<file path="src/rtl/button_pulser.sv">
// Push-button conditioner: synchronizer, debouncer and one-shot pulser
// with auto-repeat, feeding a downstream counter enable.
module button_pulser #(
    parameter int DEBOUNCE_CYCLES = 4,
    parameter int REPEAT_DELAY    = 10,
    parameter int REPEAT_PERIOD   = 3
) (
    input  logic clk,
    input  logic rst,
    input  logic btn,
    output logic pulse,
    output logic pressed
);

    localparam int DW   = $clog2(DEBOUNCE_CYCLES + 1);
    localparam int TMAX = (REPEAT_DELAY > REPEAT_PERIOD) ?
                          REPEAT_DELAY : REPEAT_PERIOD;
    localparam int TW   = $clog2(TMAX + 1);

    localparam logic [DW-1:0] D_LAST   = DW'(DEBOUNCE_CYCLES - 1);
    localparam logic [TW-1:0] DLY_LAST = (REPEAT_DELAY > 0) ?
                                         TW'(REPEAT_DELAY - 1) : '0;
    localparam logic [TW-1:0] PER_LAST = TW'(REPEAT_PERIOD - 1);

    typedef enum logic [1:0] {
        IDLE,
        HOLD,
        REPEAT
    } state_t;

    logic          s1;
    logic          s2;
    logic          stable;
    logic [DW-1:0] dcnt;
    state_t        state;
    state_t        state_d;
    logic [TW-1:0] tcnt;
    logic [TW-1:0] tcnt_d;
    logic          pulse_d;

    assign pressed = stable;

    // Two-flop synchronizer for the asynchronous button level.
    always_ff @(posedge clk or negedge rst) begin
        if (!rst) begin
            s1 <= 1'b0;
            s2 <= 1'b0;
        end else begin
            s1 <= btn;
            s2 <= s1;
        end
    end

    // Accept a level change only after an unbroken run of differing samples.
    always_ff @(posedge clk or negedge rst) begin
        if (!rst) begin
            stable <= 1'b0;
            dcnt   <= '0;
        end else if (s2 != stable) begin
            if (dcnt == D_LAST) begin
                stable <= s2;
                dcnt   <= '0;
            end else begin
                dcnt <= dcnt + 1'b1;
            end
        end else begin
            dcnt <= '0;
        end
    end

    // Pulser state, repeat timer and registered strobe.
    always_ff @(posedge clk or negedge rst) begin
        if (!rst) begin
            state <= IDLE;
            tcnt  <= '0;
            pulse <= 1'b0;
        end else begin
            state <= state_d;
            tcnt  <= tcnt_d;
            pulse <= pulse_d;
        end
    end

    // First pulse on press, then delayed and periodic repeats while held.
    always_comb begin
        state_d = state;
        tcnt_d  = tcnt;
        pulse_d = 1'b0;
        unique case (state)
            IDLE: begin
                if (stable) begin
                    pulse_d = 1'b1;
                    tcnt_d  = '0;
                    state_d = HOLD;
                end
            end
            HOLD: begin
                if (!stable) begin
                    state_d = IDLE;
                end else if (REPEAT_DELAY != 0) begin
                    if (tcnt == DLY_LAST) begin
                        pulse_d = 1'b1;
                        tcnt_d  = '0;
                        state_d = REPEAT;
                    end else begin
                        tcnt_d = tcnt + 1'b1;
                    end
                end
            end
            REPEAT: begin
                if (!stable) begin
                    state_d = IDLE;
                end else if (tcnt == PER_LAST) begin
                    pulse_d = 1'b1;
                    tcnt_d  = '0;
                end else begin
                    tcnt_d = tcnt + 1'b1;
                end
            end
            default: begin
                state_d = IDLE;
            end
        endcase
    end

endmodule

</file>
<file path="config.mk">
export PLATFORM = sky130hd
export DESIGN_NAME = button_pulser
export DESIGN_NICKNAME = d
export VERILOG_FILES = /design/src/rtl/button_pulser.sv
export SDC_FILE = /design/constraint.sdc
export NUM_CORES = 1
export LEC_CHECK = 0
export ABC_AREA = 1
export CAP_MARGIN = 15
export CORE_MARGIN = 5
export CORE_UTILIZATION = 38
export CTS_CLUSTER_DIAMETER = 30
export CTS_CLUSTER_SIZE = 28
export DETAILED_ROUTE_END_ITERATION = 8
export SETUP_SLACK_MARGIN = 0.15
export SYNTH_ARGS = -nofsm -noshare
export SYNTH_HDL_FRONTEND = slang
export SYNTH_SLANG_ARGS = --single-unit
</file>
<file path="constraint.sdc">
create_clock -name clk -period 1.7 [get_ports clk]
set_input_delay 0.255 -clock clk [delete_from_list [all_inputs] [get_ports clk]]
set_output_delay 0.255 -clock clk [all_outputs]
set_load 0.02 [all_outputs]
</file>
; After elaboration in Yosys (flattened, before gate mapping)
; Cells that the tools add are included.
[word_totals]
regBits = 13
in_bits = 3
output_inout_bits = 2
wordCells = 44
[classes]
add_sub_neg = 2
eq_ne = 11
n_mux = 19
n_reduce_logical = 5
[op_table]
columns = op, n
row1 = 2-to-1 mux 4 bit, 5
row2 = one-hot mux 4 bit (3 select lines), 1
row3 = 2-to-1 mux 2 bit, 4
row4 = != test 2 bit (second input constant), 4
row5 = 2-to-1 mux 3 bit, 2
row6 = one-hot mux 2 bit (3 select lines), 1
row7 = 2-to-1 mux 1 bit, 5
row8 = adder 4 x 1 -> 4 bit (second input constant), 1
row9 = == test 4 x 2 -> 1 bit (second input constant), 1
row10 = == test 4 bit (second input constant), 1
row11 = AND reduction 4 bit, 1
row12 = adder 3 x 1 -> 3 bit (second input constant), 1
row13 = == test 3 x 2 -> 1 bit (second input constant), 1
row14 = != test 3 bit (second input constant), 1
row15 = one-hot mux 1 bit (3 select lines), 1
row16 = AND reduction 3 bit, 1
row17 = nonzero test 3 bit, 1
row18 = == test 2 x 1 -> 1 bit (second input constant), 1
row19 = == test 2 bit (second input constant), 1
row20 = zero test 2 bit, 1
row21 = AND reduction 2 bit, 1
row22 = != test 1 bit, 1

; Logic depth before layout (Yosys ltp)
; Gate-level depths: netlist of the first run.
[depth]
depth_word = 4
depth_mapped = 8

; Least setup slack after synthesis of the first run
; No wires, ideal clock.
[synth_path]
kind = register to register
startpoint = reg state[0]
endpoint = reg tcnt[2]
setup_time_ns = 0.121
arrival_time_ns = 1.094
required_time_ns = 1.579
slack_ns = 0.485
stages_incl_launch_ff = 9
path_buffers = 0
cell_sequence = dfrtp_1 -> inv_1 -> ha_1 -> inv_1 -> nand3_2 -> nand2_2 -> inv_2 -> nand3_1 -> o21ai_1
[synth_via]
elab_chain_cells = 3
word_cells_on_any_way = 9
[synth_lines]
columns = element, line
row1 = start: declaration, 35  ; state_t state;
row2 = start signal: assignment, 78  ; state <= state_d;
row3 = == test 2 x 1 -> 1 bit (tied with other cells), 89  ; unique case (state)
row4 = != test 2 bit (no line) / nonzero test 3 bit (equally long branches), n/a
row5 = AND reduction 4 bit (no line), n/a
row6 = end signal: assignment, 79  ; tcnt <= tcnt_d;
row7 = end: declaration, 37  ; logic [TW-1:0] tcnt;
; Parallel ways exist; a longest one is shown, timed or not.
; A chain may end at the register's enable or synchronous reset.

; Final worst setup path of the first run
[layout_path]
startpoint = reg pulse
endpoint = out pulse
[layout_rtl]
columns = element, line
row1 = start: declaration, 11  ; output logic pulse,
row2 = start signal: assignment, 80  ; pulse <= pulse_d;
; No word-level cell between the ends.

==> results of run 1 <==
[worst paths after layout]
kind,from,endpoint,slack (ns),cells past startpoint
min in group clk,s1$_DFF_PN0_,s2$_DFF_PN0_,0.36,0
setup / recovery,pulse$_DFF_PN0_,pulse,0.26,1
setup reg to reg,state[0]$_DFFE_PN0P_,tcnt[2]$_DFFE_PN0P_,0.35,8
max in group asynchronous,rst,dcnt[0]$_DFF_PN0_,0.97,1
hold / removal,rst,pressed$_DFFE_PN0P_,0.34,1
hold reg to reg,s1$_DFF_PN0_,s2$_DFF_PN0_,0.36,0
[flip-flops by register name, indices dropped and copies added, names as in the netlist]
signal   count
tcnt         4
dcnt         3
state        2
pressed      1
pulse        1
s1           1
s2           1
[where the power goes]
part           leakage, nW  switching [mW]  internal [mW]  total, mW
registers            0.168          0.0730          0.390      0.463
logic                0.219           0.398          0.239      0.637
clock network       0.0150           0.102         0.0911      0.193
total                0.402           0.573          0.719       1.29
[routing by layer]
layer | GRT usage | vias to the layer above | routed length, µm
met1 | 0.144 | 244 | 581
met3 | 0.0443 | 5 | 72
li1 | - | 278 | -
met2 | 0.161 | 9 | 538
met5 | 0 | - | 0
met4 | 0.0383 | 0 | 23
[repair_timing]
action / in CTS / in global routing
gates resized for setup: 1 / 0
setup endpoints to repair: 1 / 0
endpoints found under the hold margin: 0 / 0
buffers inserted: 0 / 0
[through the flow]
| step | setup slack [ns] | hold WS [ns] | area, µm² | instances | power [mW] |
|---|---|---|---|---|---|
| final | 0.258 | 0.342 | 818 | 118 | 1.29 |
| after global routing | 0.204 | 0.385 | 818 | 118 | 1.41 |
| after CTS | 0.241 | 0.359 | 818 | 118 | 1.31 |
| after detailed placement | 0.363 | 0.340 | 793 | 114 | 1.12 |
| after global placement | 0.375 | 0.335 | 793 | 114 | 1.11 |
| after floorplan | 0.485 | -0.0406 | 722 | 85 | 0.958 |
[cells in the final DEF (no fill, tap or decap)]
cell	instances
nand3_2	2
dlygate4sd2_1	1
o21ai_0	1
o21ai_1	2
nand2_1	15
clkbuf_4	3
nor2_1	8
nand3_1	6
or2_1	2
nor3_1	1
dfrtp_1	13
nand2_4	1
clkbuf_1	1
clkdlybuf4s50_1	3
nor3b_1	1
nand2_2	3
ha_1	5
a21oi_2	3
inv_2	4
a21oi_1	2
xnor2_1	1
nand3b_1	1
nor2_2	3
inv_1	11
[area by class of cell]
type / count / area share
timing repair buffer: 4 / 0.0474
multi-input combinational: 57 / 0.416
tap: 25 / 0.0382
sequential: 13 / 0.398
inverter: 15 / 0.0688
clock buffer: 4 / 0.0321
[cell families after synthesis]
| kind of cell | share of synthesized area |
|---|---|
| AOI/OAI and AO/OA | 0.0711 |
| DFF | 0.451 |
| buffers and inverters | 0.0780 |
| adders and majority gates | 0.0867 |
| and+or+nand+nor | 0.302 |
| xor gates and xnor gates | 0.0121 |
==> out/metrics.yaml, run 1 <==
timing:
  fin_skew_ns: 0.00580
  rsz0062_at_grt: "no"
  drv_slew: 0
  fin_crit_sh: 0.848
  relSlewSlack: 0.609
  fmax_mhz: 693
  setup-violations-final: 0
  fin_setup_tns_ns: 0
  final.min_clock_period_ns: 1.44
  hold_viol: 0
  worst_pin_slew_ns: 0.584
route:
  vias: 536
  ant_nets: 0
  drt_wl_total_mm: 1.22
  first_pass_iters: 4
  avgViaCountPerCell: 4.54
  drc: 0
  drtIter0Drc: 12
  wl_per_cell_um: 10.3
yosys:
  ys_seq_area_frac: 0.451
  synth_cell_types: 20
  post_synth_inst_count: 85
  synth_nets: 93
  ys_ff_latch: 13
  yosysWarningCount: 0
  synth_most_common_cell: "nand2_1"
  synthArstFlopShare: 1.00
  synth_top_cell_area_share: 0.451
  synth_edf_count: 0
  synth.avg_cell_area_um2: 8.49
  syn_area_um2: 722
  ys.flop_type: "dfrtp_1"
  synthTopCellsByArea: "dfrtp_1 (45%), ha_1 (8.7%), nand2_1 (7.8%)"
  synth_commonest_cells: "nand2_1 (15), dfrtp_1 (13), inv_1 (11), nor2_1 (8), nand3_1 (6)"
  yosysTopAreaCell: "dfrtp_1"
clocking:
  clk_latency_ns: 0.28
  clkTransAtPathRegs_ns: 0.08
  clk_root_buffer_cell: "clkbuf_4"
  clockBufferDepth: 2
  htree_levels: 1
  cts_tree: "done"
  cts_hold_buf: 0
  cts_made_buffers: 3
  cts.sinks: 13
worst_hold_path:
  min_path_type: "in -> async"
final_layout:
  fillers: 177
  synthToLayoutAreaGrowth_pct: 13.3
  diodes: 0
  seq_area_um2: 325
  post-route-util: 0.464
  drive_above_1_share: 0.204
  final_nets: 102
  multi_input_area_um2: 340
setup_path:
  crit_family: "buffers and inverters"
  crit_chain: "clkdlybuf4s50_1"
  worstPathRequired_ns: 1.44
  end_kind: "primary output"
  cpMaxStageDelayCell: "clkdlybuf4s50_1"
  critical_path.max_fanout: 1
  cp_slowest_stage_delay_ns: 0.59
  startpoint_type: "flop"
  worst-setup-path-type: "reg -> out"
  cp.arrival_ns: 1.19
  cp_num_buf_inv: 1
status:
  status: "finished clean"
flow_run:
  cap_violations: 0
placement:
  gp_congestion: 0.807
  io_buffers: 4
  hpwlAfterDp_um: 943
power_and_ir_drop:
  irDropWorstVdd_v: 0.000745
  leakage_nw: 0.402
  p_per_area_nw_per_um2: 1580
global_route:
  grt_overflow_total: 0
  grt_max_degree: 14
  grt_pass1_wl_mm: 2.24
  grt_use_total: 0.109
  grt_pass1_vias: 520
  grt_antenna_before_repair: 0
floorplan:
  die_h_um: 53.6
  fp.dieW_um: 53.6
  core-area_um2: 1760
  die_area_um2: 2870
  start_util: 0.409
  io_pins: 5
  rows: 15
Power figures use the tool's default switching activity.
==> run 2: changes to the inputs <==
- clock period: 1.7 -> 1.4 ns (I/O delays scaled with it)
==> run 2 against run 1 <==
Effect of this change: register-to-register slack got worse by 0.22 ns; flip-flop and latch count unchanged; sequential power rose by 19%; first-iteration DRC count is 25% higher; global-route usage grew 0.66 points; combinational power up 92%; critical endpoint is now tcnt[1]$_DFFE_PN0P_.
==> out/metrics.yaml, run 2 (synthesized netlist as in run 1, its figures left out) <==
global_route:
  grt_antenna_before_repair: 0
  grt_max_degree: 14
  grt_pass1_vias: 538
  grt_overflow_total: 0
  grt_pass1_wl_mm: 2.27
  grt_use_total: 0.116
final_layout:
  fillers: 168
  synthToLayoutAreaGrowth_pct: 33.1
  final_cell_mix: "nand2_1 (15), dfrtp_1 (13), buf_4 (8)"
  final_common_cell: "nand2_1"
  final_nets: 110
  diodes: 0
  largest_registers: "tcnt: 4 flops, dcnt: 3 flops, state: 2 flops"
  drive_above_1_share: 0.386
  stdcell_count: 126
  largest_reg_flops: 4
  regMostFlops: "tcnt"
clocking:
  cts_tree: "done"
  clkTransAtPathRegs_ns: 0.09
  clockBufferDepth: 2
  cts_hold_buf: 0
  cts_made_buffers: 3
  clk_latency_ns: 0.29
  cts.sinks: 13
  htree_levels: 1
  clk_root_buffer_cell: "clkbuf_4"
setup_path:
  timing.critical_path.from: "state[0]$_DFFE_PN0P_"
  worst-r2r-cell-count: 8
  worst-setup-path-type: "reg -> reg"
  crit_family: "flip-flops"
  cp_slowest_stage_delay_ns: 0.44
  reg2reg_from: "state[0]$_DFFE_PN0P_"
  crit_chain: "inv_2, ha_4, inv_4, nand3_4, nand2_4, nor2_4, nand3_1, o21ai_1"
  crit_path_end: "tcnt[1]$_DFFE_PN0P_"
  startpoint_type: "flop"
  reg2reg_slack_ns: 0.13
  cp_num_cells: 8
  cpMaxStageDelayCell: "dfrtp_1"
  critical_path.max_fanout: 4
  rr_endpoint: "tcnt[1]$_DFFE_PN0P_"
  worstPathRequired_ns: 1.62
  cp_num_buf_inv: 2
  end_kind: "flop"
  cp.arrival_ns: 1.49
route:
  ant_nets: 0
  drt_wl_total_mm: 1.45
  wl_per_cell_um: 11.5
  first_pass_iters: 5
  vias: 577
  drc: 0
  avgViaCountPerCell: 4.58
  drtIter0Drc: 15
timing:
  fin_setup_tns_ns: 0
  final.min_clock_period_ns: 1.27
  setup-violations-final: 0
  drv_slew: 0
  rsz0062_at_grt: "yes"
  fin_crit_sh: 0.904
  worst_pin_slew_ns: 0.241
  relSlewSlack: 0.838
  fin_skew_ns: 0.00425
  hold_viol: 0
  fmax_mhz: 790
power_and_ir_drop:
  irDropWorstVdd_v: 0.000881
  p_per_area_nw_per_um2: 2100
  leakage_nw: 0.452
placement:
  io_buffers: 4
  gp_congestion: 0.868
  placed_cells: 117
  hpwlAfterDp_um: 965
floorplan:
  fp.dieW_um: 53.6
  core-area_um2: 1760
  rows: 15
  io_pins: 5
  die_h_um: 53.6
  die_area_um2: 2870
  start_util: 0.409
worst_hold_path:
  min_path_type: "in -> async"
flow_run:
  cap_violations: 0
status:
  status: "finished clean"
## run 2: changes by cell type in the layout (fill, tap and decap cells not counted), moves of 3 or more
cell and change:
buf_4 +8, inv_1 -5, ha_1 -3, ha_4 +3
inv_4 +3
## run 2: stage by stage
| step | utilization | hold slack [ns] | total power [mW] | setup WS [ns] | area, µm² |
|---|---|---|---|---|---|
| after detailed placement | 0.462 | 0.335 | 1.39 | 0.0817 | 816 |
| final | 0.545 | 0.218 | 2.02 | 0.134 | 961 |
| after global placement | 0.462 | 0.333 | 1.38 | 0.132 | 816 |
| after CTS | 0.487 | 0.225 | 1.67 | 0.168 | 860 |
| after global routing | 0.545 | 0.224 | 2.19 | 0.0607 | 961 |
| after floorplan | - | -0.0856 | 1.16 | 0.185 | 722 |
## run 2: repair_timing
item | CTS | global route
pin swaps | 0 | 5
setup endpoints to repair | 6 | 6
buffers inserted | 2 | 3
resized for setup | 6 | 19
## run 2: layout make-up
class	count	area, µm²	share of cell area
well taps	25	31.3	0.0326
inverters	15	63.8	0.0664
multi-input cells	57	417	0.434
clock buffers	4	26.3	0.0273
flip-flops and latches	13	325	0.339
repair buffers	12	97.6	0.102
## run 2: worst min path at each step
| stage | start | end | slack (ns) | cells after the start |
|---|---|---|---|---|
| 4_1_cts | rst | tcnt[3]$_DFFE_PN0P_ | 0.23 | 2 |
| 5_1_grt | rst | tcnt[3]$_DFFE_PN0P_ | 0.22 | 2 |
| 3_5_place_dp | s1$_DFF_PN0_ | s2$_DFF_PN0_ | 0.33 | 0 |
| 6_report | rst | pulse$_DFF_PN0_ | 0.22 | 2 |
| 2_1_floorplan | rst | dcnt[0]$_DFF_PN0_ | -0.09 | 0 |
| 3_3_place_gp | s1$_DFF_PN0_ | s2$_DFF_PN0_ | 0.33 | 0 |
## run 2: power by group
part	leakage (nW)	internal [mW]	switching (mW)
clock network	0.0150	0.111	0.137
logic	0.270	0.526	0.690
registers	0.168	0.473	0.0778
total	0.452	1.11	0.905
## run 2: routing by layer
metal  global-route usage  wire, µm
met2                0.173       681
met1                0.140       667
met5                    0         0
met4               0.0766        48
met3               0.0416        48
